File: src/rtl/ets_phase_sweep.sv
// ets_phase_sweep: equivalent-time sampling sweep sequencer.
//
// Steps the MMCM fine phase shift one increment at a time. At each phase it counts the '1'
// bits in 2**ACC_LOG2 received words and emits one (phase, count) point over a valid/ready
// stream. rx words arrive already re-timed into free_run_clk, and ps_clk is tied to
// free_run_clk, so the whole block runs on a single clock.
//
// Optional feature (macro ETS_PS_RETURN_EN): after the last point, walk the MMCM phase back
// to the starting offset with STEPS-1 decrement steps before pulsing done.
//
// Ports:
//   free_run_clk, free_run_rst  clock and asynchronous active-high reset
//   start, abort                1-cycle control pulses
//   locked                      MMCM lock status
//   ps_en, ps_incdec, ps_done   MMCM dynamic phase-shift handshake
//   smp_valid, smp_data         rx word stream
//   out_valid, out_ready        point stream handshake
//   out_phase, out_count        point payload; out_last flags the final point
//   busy, done, err             status (done is a pulse, err is sticky until next start)
module ets_phase_sweep #(
  parameter int unsigned STEPS      = 448,
  parameter int unsigned ACC_LOG2   = 10,
  parameter int unsigned SETTLE_CYC = 64,   // must be >= 1
  parameter int unsigned PS_TIMEOUT = 1023  // must be >= 1
) (
  input  logic                free_run_clk,
  input  logic                free_run_rst,
  input  logic                start,
  input  logic                abort,
  input  logic                locked,
  output logic                ps_en,
  output logic                ps_incdec,
  input  logic                ps_done,
  input  logic                smp_valid,
  input  logic [7:0]          smp_data,
  output logic                out_valid,
  input  logic                out_ready,
  output logic [15:0]         out_phase,
  output logic [ACC_LOG2+3:0] out_count,
  output logic                out_last,
  output logic                busy,
  output logic                done,
  output logic                err
);

  localparam int unsigned AccW   = ACC_LOG2 + 4;
  localparam int unsigned WcntW  = ACC_LOG2 + 1;
  localparam int unsigned TmrMax = (PS_TIMEOUT > SETTLE_CYC) ? PS_TIMEOUT : SETTLE_CYC;
  localparam int unsigned TmrW   = $clog2(TmrMax + 1);

  localparam logic [WcntW-1:0] WordLast   = WcntW'((1 << ACC_LOG2) - 1);
  localparam logic [TmrW-1:0]  TmrTimeout = TmrW'(PS_TIMEOUT - 1);
  localparam logic [TmrW-1:0]  SettleLast = TmrW'(SETTLE_CYC - 1);
  localparam logic [15:0]      PhaseLast  = 16'(STEPS - 1);

  typedef enum logic [2:0] {
    StIdle,
    StAccum,
    StEmit,
    StShift,
    StWaitPs,
    StSettle
`ifdef ETS_PS_RETURN_EN
    ,
    StReturn,
    StWaitRet
`endif
  } state_e;

  state_e            state_q, state_d;
  logic [15:0]       phase_q, phase_d;
  logic [AccW-1:0]   acc_q, acc_d;
  logic [WcntW-1:0]  wcnt_q, wcnt_d;
  logic [TmrW-1:0]   tmr_q, tmr_d;
  logic              err_q, err_d;
  logic              done_q, done_d;

  function automatic logic [3:0] popcount8(input logic [7:0] v);
    logic [3:0] c;
    c = '0;
    for (int i = 0; i < 8; i++) begin
      c = c + {3'b000, v[i]};
    end
    return c;
  endfunction

  always_ff @(posedge free_run_clk or posedge free_run_rst) begin
    if (free_run_rst) begin
      state_q <= StIdle;
      phase_q <= '0;
      acc_q   <= '0;
      wcnt_q  <= '0;
      tmr_q   <= '0;
      err_q   <= 1'b0;
      done_q  <= 1'b0;
    end else begin
      state_q <= state_d;
      phase_q <= phase_d;
      acc_q   <= acc_d;
      wcnt_q  <= wcnt_d;
      tmr_q   <= tmr_d;
      err_q   <= err_d;
      done_q  <= done_d;
    end
  end

  always_comb begin
    state_d = state_q;
    phase_d = phase_q;
    acc_d   = acc_q;
    wcnt_d  = wcnt_q;
    tmr_d   = tmr_q;
    err_d   = err_q;
    done_d  = 1'b0;

    if (state_q == StIdle) begin
      // Stray ps_done after an aborted step lands here and is ignored.
      if (start && !abort) begin
        if (locked) begin
          state_d = StAccum;
          err_d   = 1'b0;
          phase_d = '0;
          acc_d   = '0;
          wcnt_d  = '0;
        end else begin
          err_d = 1'b1;
        end
      end
    end else if (abort) begin
      // Phase offset is deliberately left wherever the MMCM currently is.
      state_d = StIdle;
    end else if (!locked) begin
      state_d = StIdle;
      err_d   = 1'b1;
    end else begin
      case (state_q)
        StAccum: begin
          if (smp_valid) begin
            acc_d  = acc_q + AccW'(popcount8(smp_data));
            wcnt_d = wcnt_q + 1'b1;
            if (wcnt_q == WordLast) begin
              state_d = StEmit;
            end
          end
        end
        StEmit: begin
          if (out_ready) begin
            if (phase_q == PhaseLast) begin
`ifdef ETS_PS_RETURN_EN
              if (phase_q != 16'd0) begin
                state_d = StReturn;
              end else begin
                state_d = StIdle;
                done_d  = 1'b1;
              end
`else
              state_d = StIdle;
              done_d  = 1'b1;
`endif
            end else begin
              state_d = StShift;
            end
          end
        end
        StShift: begin
          state_d = StWaitPs;
          tmr_d   = '0;
        end
        StWaitPs: begin
          if (ps_done) begin
            phase_d = phase_q + 16'd1;
            state_d = StSettle;
            tmr_d   = '0;
            acc_d   = '0;
            wcnt_d  = '0;
          end else if (tmr_q == TmrTimeout) begin
            state_d = StIdle;
            err_d   = 1'b1;
          end else begin
            tmr_d = tmr_q + 1'b1;
          end
        end
        StSettle: begin
          // Words are ignored here; acc and wcnt were cleared on entry.
          if (tmr_q == SettleLast) begin
            state_d = StAccum;
          end else begin
            tmr_d = tmr_q + 1'b1;
          end
        end
`ifdef ETS_PS_RETURN_EN
        StReturn: begin
          state_d = StWaitRet;
          tmr_d   = '0;
        end
        StWaitRet: begin
          if (ps_done) begin
            phase_d = phase_q - 16'd1;
            if (phase_q == 16'd1) begin
              state_d = StIdle;
              done_d  = 1'b1;
            end else begin
              state_d = StReturn;
            end
          end else if (tmr_q == TmrTimeout) begin
            state_d = StIdle;
            err_d   = 1'b1;
          end else begin
            tmr_d = tmr_q + 1'b1;
          end
        end
`endif
        default: state_d = StIdle;
      endcase
    end
  end

  logic step_state;
`ifdef ETS_PS_RETURN_EN
  assign step_state = (state_q == StShift) || (state_q == StReturn);
`else
  assign step_state = (state_q == StShift);
`endif

  // abort and lock loss leave the state on the next edge; masking here means neither a
  // dropped point nor a dangling phase step is ever presented on the interfaces.
  assign ps_en     = step_state && !abort && locked;
  assign ps_incdec = (state_q == StShift);
  assign out_valid = (state_q == StEmit) && !abort && locked;
  assign out_phase = phase_q;
  assign out_count = acc_q;
  assign out_last  = (state_q == StEmit) && (phase_q == PhaseLast);
  assign busy      = (state_q != StIdle);
  assign done      = done_q;
  assign err       = err_q;

endmodule

File: config.mk
export PLATFORM = sky130hd
export DESIGN_NAME = ets_phase_sweep
export DESIGN_NICKNAME = d
export VERILOG_FILES = /design/src/rtl/ets_phase_sweep.sv
export SDC_FILE = /design/constraint.sdc
export NUM_CORES = 1
export LEC_CHECK = 0
export ABC_CLOCK_PERIOD_IN_PS = 6900
export BUFFER_PORTS_ARGS = -buffer_cell sky130_fd_sc_hd__buf_2
export CAP_MARGIN = 10
export CORE_MARGIN = 2
export CORE_UTILIZATION = 41
export CTS_BUF_LIST = sky130_fd_sc_hd__clkbuf_8 sky130_fd_sc_hd__clkbuf_16
export DETAILED_ROUTE_END_ITERATION = 7
export MAX_ROUTING_LAYER = met4
export PLACE_DENSITY_LB_ADDON = 0.08
export SLEW_MARGIN = 20
export SYNTH_ARGS = -nofsm -noshare
export SYNTH_HDL_FRONTEND = slang
export SYNTH_SLANG_ARGS = --single-unit
export TNS_END_PERCENT = 30
File: constraint.sdc
create_clock -name free_run_clk -period 6.9 [get_ports free_run_clk]
set_input_delay 0.345 -clock free_run_clk [delete_from_list [all_inputs] [get_ports free_run_clk]]
set_output_delay 0.345 -clock free_run_clk [all_outputs]
set_load 0.05 [all_outputs]
==> results of run 1 <==
[flip-flops by register name, summed over array words and instances, names as in the netlist]
register,count
state_q,3
done,1
out_count,14
err,1
wcnt_q,11
out_phase,16
tmr_q,10
[how the worst min path moves through the flow]
stage                            start            end  slack [ps]  depth (start not counted)
after floorplan               tmr_q[4]       tmr_q[4]         450                          1
after global placement        tmr_q[9]       tmr_q[9]         490                          1
after detailed placement      tmr_q[8]       tmr_q[8]         500                          1
after CTS                 free_run_rst  out_count[10]         260                          3
after global routing         out_ready           done         270                          2
final                     free_run_rst  out_count[10]         220                          3
[cells in the final DEF (no fill, tap or decap), types with 11 or more instances in the layout]
master	n
nor2_1	33
o31ai_1	16
nand3_1	20
a21oi_1	14
xor2_1	11
buf_2	52
nand2_1	49
o21ai_0	32
and3_1	11
dfrtp_1	56
inv_1	18
[power by group]
| group | internal [uW] | switching, uW | leakage (uW) |
|---|---|---|---|
| logic | 115 | 225 | 0.000997 |
| registers | 358 | 50.3 | 0.000768 |
| clock network | 69.1 | 105 | 0.0000400 |
| total | 542 | 381 | 0.00181 |
[area by class of cell]
class	count	area, um2
Clock inverter	2	12.5
Timing Repair Buffer	53	268
Sequential cell	56	1400
Fill cell	798	4060
Tap cell	102	128
Multi-Input combinational cell	285	1800
Clock buffer	5	68.8
Inverter	19	71.3
[metrics by stage]
step	cells	total power (uW)	hold WS, ps
3_3_place_gp	515	752	488
2_1_floorplan	376	683	454
4_1_cts	522	934	261
6_report	522	922	218
5_1_grt	522	989	269
3_5_place_dp	515	755	497
[kinds of logic (layout without fill, tap and decap cells)]
kind of cell | after synthesis | after routing
buf+inv | 35 | 79
mux | 1 | 1
flops | 56 | 56
simple gates | 165 | 165
fa+ha+maj | 15 | 15
compound gates | 87 | 87
xor+xnor | 17 | 17
[critical path, stage by stage]
cell	delay, ps
buf_2	110
fa_1	520
inv_1	50
fa_1	490
fa_1	430
fa_1	400
nor2b_1	120
o21ai_1	90
a21boi_1	360
o2111ai_1	210
or4_1	520
nand3_1	100
[layer usage]
layer  global-route usage [%]  routed length, um  up-vias
li1                         -                  -     1411
met1                     23.9               3530     1372
met4                     4.71                 81        0
met2                     29.9               3590       36
met5                        -                  0        -
met3                     3.27                239        4
==> impl_metrics.env, run 1 <==
export IMPL_status="finished, final reports clean"
export IMPL_period_needed_ps=3490
export IMPL_yosys_register_bits=56
export IMPL_wl_per_cell_um=14.2
export IMPL_layout_nets=451
export IMPL_finalHoldViolCount=0
export IMPL_min_path_type="primary input to async pin"
export IMPL_drtPass1Iterations=5
export IMPL_crit_start="smp_data[0]"
export IMPL_period_share_pct=50.5
export IMPL_clock_latency_ps=310
export IMPL_synthMuxAreaShare_pct=0.336
export IMPL_synth_compound_area_share_pct=17.0
export IMPL_initial_utilization_pct=42.9
export IMPL_relSlewSlack_pct=35.5
export IMPL_cts_tree="built"
export IMPL_grt_remaining_overflow=0
export IMPL_area_growth_pct=11.8
export IMPL_endpoint="out_count[9]"
export IMPL_r2r_end="out_count[9]"
export IMPL_syn_avg_cell_area_um2=8.91
export IMPL_finalSetupTns_ps=0
export IMPL_rows=32
export IMPL_portBuffers=52
export IMPL_synth_nets=407
export IMPL_synth_top_family_by_area="simple AND/OR/NAND/NOR gates"
export IMPL_yosysSeqAreaShare_pct=41.8
export IMPL_worstMarginPinSlew_ps=967
export IMPL_reg2reg_depth=10
export IMPL_setup_ws_ps=3410
export IMPL_synth_xor_area_share_pct=4.44
export IMPL_synthSimpleGateAreaFrac_pct=25.2
export IMPL_vias_per_cell=5.41
export IMPL_placed_area_um2=3660
export IMPL_die_area_um2=8910
export IMPL_synth_top_cell_by_area="dfrtp_1"
export IMPL_drc=0
export IMPL_synthesis_instances=376
export IMPL_syn_area_um2=3350
export IMPL_setup_violations=0
export IMPL_io_pins=53
export IMPL_peakVddDrop_mv=0.0993
export IMPL_die_h_um=94.4
export IMPL_rsz0062_at_grt="no"
export IMPL_cts_resized=0
export IMPL_power_density_nw_per_um2=246
export IMPL_synthTopCellsByArea="dfrtp_1 42%, nand2_1 5.5%, o21ai_0 4.8%"
export IMPL_clk_pin_slew_ps=100
export IMPL_synth_distinct_cells=49
export IMPL_dpl_hpwl_mm=5.28
export IMPL_required_ps=7150
export IMPL_clock_sinks=56
export IMPL_synthTopCellsByCount="56 x dfrtp_1, 49 x nand2_1, 33 x nor2_1"
export IMPL_grt_usage_pct=18.4
export IMPL_finish_utilization_pct=48.0
export IMPL_critPathLaunchType="primary input"
export IMPL_grt_pass1_wl_mm=12.9
export IMPL_leakage_uw=0.00181
export IMPL_fin_area_um2=3750
export IMPL_synth_top_area_share_pct=41.8
export IMPL_place_ws_ps=3090
export IMPL_crit_type="primary input to flip-flop"
export IMPL_synth_most_common_cell="dfrtp_1"
export IMPL_hold_buffers=0
export IMPL_cts_root_buf="clkbuf_8"
export IMPL_synth_ff_type="dfrtp_1"
export IMPL_max_freq_mhz=287
export IMPL_numCtsBuffers=5
export IMPL_postCtsSetupRepairBufs=0
export IMPL_grt_pass1_vias=2721
export IMPL_drv_slew=0
export IMPL_skew_ps=10.9
export IMPL_synth_edf_count=0
export IMPL_design_core_area_um2=7810
export IMPL_cts_buffer_depth=2
export IMPL_cp_arrival_ps=3740
export IMPL_chipWidth_um=94.4
export IMPL_routed_wl_mm=7.44
export IMPL_cts_htree_levels=2
export IMPL_final_antenna_net_count=0
export IMPL_worstSetupEndpointType="flip-flop"
export IMPL_grt_start_max_net_pins=57
export IMPL_vias=2823
export IMPL_drive_gt1_share_pct=17.4
export IMPL_antenna_found_initial=0
export IMPL_synthAdderAreaFrac_pct=6.72
export IMPL_rr_startpoint="out_count[0]"
export IMPL_crit_fanout=5
export IMPL_async_reset_ff_share_pct=100
export IMPL_first_iter_violations=92
export IMPL_cap_violations=0
export IMPL_antenna_diode_count=0
export IMPL_rrSetupSlack_ps=3700
export IMPL_gp_congestion=0.829
export IMPL_yosys_warnings=0
No activity file was read; power rests on OpenSTA's default activity.
==> run 2, diff against run 1 <==
Settings changed: ABC_AREA from default to 1, ABC_CLOCK_PERIOD_IN_PS 6900 to 3600.
Clock period 6.9 ns to 3.6 ns, I/O delays scaled along.
==> impl_metrics.env, run 2 <==
export IMPL_finalHoldViolCount=7
export IMPL_leakage_uw=0.00226
export IMPL_skew_ps=14.6
export IMPL_vias_per_cell=5.00
export IMPL_rrSetupSlack_ps=720
export IMPL_synth_most_common_cell="nand2_1"
export IMPL_period_share_pct=82.0
export IMPL_grt_pass1_vias=3514
export IMPL_busiest_layer="met2"
export IMPL_wl_per_cell_um=13.0
export IMPL_largest_reg_flops=16
export IMPL_numCtsBuffers=5
export IMPL_vias=3738
export IMPL_gp_congestion=0.841
export IMPL_final_antenna_net_count=0
export IMPL_worstMarginPinSlew_ps=812
export IMPL_use_met1_pct=27.9
export IMPL_clock_sinks=56
export IMPL_violations="negative hold slack"
export IMPL_grt_pass1_wl_mm=16.6
export IMPL_reg2reg_depth=12
export IMPL_crit_type="primary input to flip-flop"
export IMPL_synthesis_instances=568
export IMPL_cts_buffer_depth=2
export IMPL_synthTopCellsByCount="167 x nand2_1, 71 x inv_1, 66 x nor2_1"
export IMPL_crit_fanout=5
export IMPL_initial_utilization_pct=42.3
export IMPL_gr_usage_met2_pct=33.7
export IMPL_die_h_um=102
export IMPL_slowest_delay_ps=520
export IMPL_rsz0062_at_grt="no"
export IMPL_r2r_end="out_count[8]"
export IMPL_dpl_hpwl_mm=7.17
export IMPL_status="finished with violations"
export IMPL_setup_violations=0
export IMPL_synthTopCellsByArea="dfrtp_1 36%, nand2_1 16%, inv_1 6.8%"
export IMPL_syn_avg_cell_area_um2=6.92
export IMPL_drive_gt1_share_pct=14.2
export IMPL_relSlewSlack_pct=45.8
export IMPL_peakVddDrop_mv=0.376
export IMPL_cp_cell_sequence="buf_2 -> fa_1 -> inv_1 -> fa_1 -> fa_1 -> fa_1 -> inv_1 -> fa_1 -> nand3_1 -> nand3_1 -> nand2_1 -> o21ai_0 -> nand2_1 -> a21boi_1"
export IMPL_cp_arrival_ps=3170
export IMPL_yosysSeqAreaShare_pct=35.7
export IMPL_die_area_um2=10400
export IMPL_yosys_warnings=0
export IMPL_cap_violations=0
export IMPL_synth_ff_type="dfrtp_1"
export IMPL_syn_area_um2=3930
export IMPL_antenna_diode_count=0
export IMPL_critPathLaunchType="primary input"
export IMPL_chipWidth_um=102
export IMPL_drv_slew=0
export IMPL_timing_hold_ws_ps=-3.67
export IMPL_period_needed_ps=2950
export IMPL_cts_tree="built"
export IMPL_min_path_type="primary input to async pin"
export IMPL_clk_pin_slew_ps=110
export IMPL_cts_resized=0
export IMPL_design_core_area_um2=9280
export IMPL_postCtsSetupRepairBufs=0
export IMPL_grt_usage_pct=20.7
export IMPL_final_instance_count_excl_fill=748
export IMPL_required_ps=3820
export IMPL_final_common_cell="nand2_1"
export IMPL_drtPass1Iterations=4
export IMPL_area_growth_pct=12.7
export IMPL_io_pins=53
export IMPL_synth_edf_count=0
export IMPL_power_density_nw_per_um2=611
export IMPL_worstSetupEndpointType="flip-flop"
export IMPL_async_reset_ff_share_pct=100
export IMPL_mostFrequentLayoutCells="167 x nand2_1, 70 x inv_1, 66 x nor2_1, 56 x dfrtp_1"
export IMPL_layout_nets=649
export IMPL_first_iter_violations=225
export IMPL_grt_met3_usage_pct=2.67
export IMPL_finish_utilization_pct=47.7
export IMPL_grt_remaining_overflow=0
export IMPL_yosys_register_bits=56
export IMPL_finalSetupTns_ps=0
export IMPL_rr_startpoint="out_count[0]"
export IMPL_synth_top_area_share_pct=35.7
export IMPL_synth_distinct_cells=40
export IMPL_rows=35
export IMPL_portBuffers=52
export IMPL_max_freq_mhz=339
export IMPL_synth_nets=599
export IMPL_antenna_found_initial=0
export IMPL_cts_htree_levels=2
export IMPL_drc=0
export IMPL_cp_slowest_cell="fa_1"
export IMPL_grt_start_max_net_pins=37
export IMPL_critPathMostFrequentCell="fa_1"
export IMPL_cts_root_buf="clkbuf_8"
export IMPL_synth_top_cell_by_area="dfrtp_1"
export IMPL_hold_buffers=0
export IMPL_routed_wl_mm=9.76
export IMPL_dp_cells=740
export IMPL_clock_latency_ps=320
[run 2: routing by layer]
metal / wire (um) / up-vias
li1: - / 1929
met1: 4730 / 1750
met2: 4640 / 52
met3: 308 / 7
met4: 85 / 0
met5: 0 / -
[run 2: cells by family after synthesis]
kind of cell	share of synthesized area [%]
and+or+nand+nor	39.0
DFF	35.7
adders and majority gates	5.73
buffers and inverters	9.08
AOI/OAI and AO/OA	8.54
xor gates and xnor gates	2.01
[run 2: cell type report]
| class | instances | area, um2 |
|---|---|---|
| Fill cell | 986 | 4860 |
| Multi-Input combinational cell | 426 | 2170 |
| Sequential cell | 56 | 1400 |
| Inverter | 75 | 282 |
| Timing Repair Buffer | 54 | 275 |
| Tap cell | 129 | 161 |
| Clock buffer | 5 | 68.8 |
| Clock inverter | 3 | 68.8 |
[run 2: worst max-delay path by stage]
stage | from | to | depth (start not counted)
2_1_floorplan | out_count[0] | out_count[8] | 12
3_3_place_gp | smp_data[0] | out_count[8] | 14
3_5_place_dp | smp_data[0] | out_count[8] | 14
4_1_cts | smp_data[0] | out_count[8] | 14
5_1_grt | smp_data[0] | out_count[8] | 14
6_report | smp_data[0] | out_count[8] | 14
[run 2: per-stage QoR]
| stage | total power, uW | setup slack, ps | cell area, um2 | hold slack (ps) |
|---|---|---|---|---|
| floorplan | 1910 | 550 | 3930 | 340 |
| global placement | 2200 | 355 | 4290 | 387 |
| detailed placement | 2220 | 281 | 4290 | 399 |
| CTS | 2730 | 658 | 4430 | 30.8 |
| global route | 2910 | 497 | 4430 | 76.9 |
| finish | 2710 | 649 | 4430 | -3.67 |
[run 2: power by group]
| part | switching [uW] | internal (uW) | total (uW) |
|---|---|---|---|
| registers | 157 | 754 | 911 |
| clock network | 226 | 280 | 507 |
| logic | 952 | 337 | 1290 |
[run 2: critical path, delay by kind of cell]
| kind | cells | cell delay (ps) |
|---|---|---|
| AO/OA/AOI/OAI | 2 | 280 |
| adder cells (fa/ha/maj) | 5 | 2070 |
| AND/OR/NAND/NOR | 4 | 370 |
| buffers and inverters | 3 | 260 |
==> run 3, diff against run 2 <==
Settings changed: ABC_CLOCK_PERIOD_IN_PS 3600 to 3000.
Clock period 3.6 ns to 3 ns, I/O delays scaled along.
==> impl_metrics.env, run 3 (synthesized netlist as in run 2, its figures left out) <==
export IMPL_peakVddDrop_mv=0.458
export IMPL_drc=0
export IMPL_timing_hold_ws_ps=88.4
export IMPL_area_growth_pct=13.7
export IMPL_dpl_hpwl_mm=7.27
export IMPL_first_iter_violations=183
export IMPL_cts_htree_levels=2
export IMPL_slowest_delay_ps=520
export IMPL_critPathMostFrequentCell="fa_1"
export IMPL_clock_sinks=56
export IMPL_drive_gt1_share_pct=15.5
export IMPL_routed_wl_mm=9.98
export IMPL_die_area_um2=10400
export IMPL_cp_slowest_cell="fa_1"
export IMPL_drtPass1Iterations=7
export IMPL_period_share_pct=93.7
export IMPL_portBuffers=52
export IMPL_rsz0062_at_grt="no"
export IMPL_initial_utilization_pct=42.3
export IMPL_setup_violations=0
export IMPL_vias=3785
export IMPL_largest_reg_flops=16
export IMPL_relSlewSlack_pct=46.1
export IMPL_die_h_um=102
export IMPL_leakage_uw=0.00229
export IMPL_rows=35
export IMPL_clk_pin_slew_ps=110
export IMPL_cp_cell_sequence="buf_2 -> fa_1 -> inv_1 -> fa_1 -> fa_1 -> fa_1 -> inv_2 -> fa_2 -> nand3_1 -> nand3_2 -> nand2_1 -> o21ai_0 -> nand2_1 -> a21boi_1"
export IMPL_power_density_nw_per_um2=727
export IMPL_io_pins=53
export IMPL_critPathLaunchType="primary input"
export IMPL_vias_per_cell=5.02
export IMPL_grt_usage_pct=20.8
export IMPL_mostFrequentLayoutCells="167 x nand2_1, 69 x inv_1, 66 x nor2_1, 55 x dfrtp_1, 52 x buf_2"
export IMPL_path_delay_family="adder cells"
export IMPL_crit_type="primary input to flip-flop"
export IMPL_wl_per_cell_um=13.2
export IMPL_crit_fanout=5
export IMPL_max_freq_mhz=356
export IMPL_cap_violations=0
export IMPL_final_common_cell="nand2_1"
export IMPL_finalSetupTns_ps=0
export IMPL_worstSetupEndpointType="flip-flop"
export IMPL_grt_pass1_wl_mm=16.7
export IMPL_numCtsBuffers=5
export IMPL_status="finished, final reports clean"
export IMPL_gp_congestion=0.884
export IMPL_grt_pass1_vias=3554
export IMPL_drv_slew=0
export IMPL_cts_tree="built"
export IMPL_grt_start_max_net_pins=37
export IMPL_final_antenna_net_count=0
export IMPL_antenna_found_initial=0
export IMPL_worstMarginPinSlew_ps=807
export IMPL_design_core_area_um2=9280
export IMPL_min_path_type="primary input to flip-flop"
export IMPL_cts_root_buf="clkbuf_8"
export IMPL_required_ps=3220
export IMPL_cp_arrival_ps=3030
export IMPL_finalHoldViolCount=0
export IMPL_period_needed_ps=2810
export IMPL_grt_remaining_overflow=0
export IMPL_skew_ps=6.01
export IMPL_cts_buffer_depth=2
export IMPL_clock_latency_ps=320
export IMPL_antenna_diode_count=0
export IMPL_layout_nets=655
export IMPL_critPathBufInv=3
export IMPL_chipWidth_um=102
run 3: layout make-up:
| type | count | area (um2) |
|---|---|---|
| Clock buffer | 6 | 82.6 |
| Clock inverter | 2 | 38.8 |
| Fill cell | 986 | 4820 |
| Inverter | 75 | 282 |
| Multi-Input combinational cell | 426 | 2180 |
| Sequential cell | 56 | 1400 |
| Tap cell | 129 | 161 |
| Timing Repair Buffer | 60 | 323 |
run 3: routing by layer:
layer / vias to the layer above / track usage (%) / wire (um)
met5: - / - / 0
met4: 0 / 4.82 / 92
met3: 8 / 3.35 / 312
met2: 64 / 34.4 / 4780
met1: 1771 / 26.9 / 4800
li1: 1942 / - / -
run 3: worst paths after layout:
kind                       cells past startpoint  slack [ps]             to         start
max reg2reg                                   12         220   out_count[8]  out_count[0]
min in group asynchronous                      3         520   out_count[9]  free_run_rst
min reg2reg                                    1         500            err           err
max                                           14         190   out_count[8]   smp_data[0]
min                                            2          90           done     out_ready
max in group asynchronous                      4        1790  out_phase[15]  free_run_rst
run 3: what timing repair did:
| action | 4_1_cts | 5_1_grt |
|---|---|---|
| endpoints found under the setup margin | 0 | 2 |
| endpoints found under the hold margin | 23 | 0 |
| buffers inserted | 0 | 0 |
| hold buffers | 1 | 0 |
| resized for setup | 0 | 3 |
run 3: through the flow:
stage	total power [uW]	setup slack, ps	area (um2)	util, %	cells
6_report	3250	189	4470	48.1	754
4_1_cts	3280	154	4460	48.0	754
2_1_floorplan	2300	28.1	3930	-	568
3_5_place_dp	2710	-200	4330	46.6	745
5_1_grt	3480	23.2	4470	48.1	754
3_3_place_gp	2700	-135	4330	46.6	745
run 3: power breakdown:
group | internal (uW) | switching [uW] | total (uW) | leakage, uW
Clock | 274 | 270 | 543 | 0.0000614
Sequential | 906 | 193 | 1100 | 0.000765
Combinational | 453 | 1150 | 1610 | 0.00146
Total | 1630 | 1610 | 3250 | 0.00229
run 3: worst register-to-register path, delay by kind of cell (launching register included):
family | cells | cell delay (ps)
buffers and inverters | 2 | 180
AO/OA/AOI/OAI | 2 | 270
AND/OR/NAND/NOR | 4 | 330
flip-flops | 1 | 410
adder cells (fa/ha/maj) | 4 | 1490
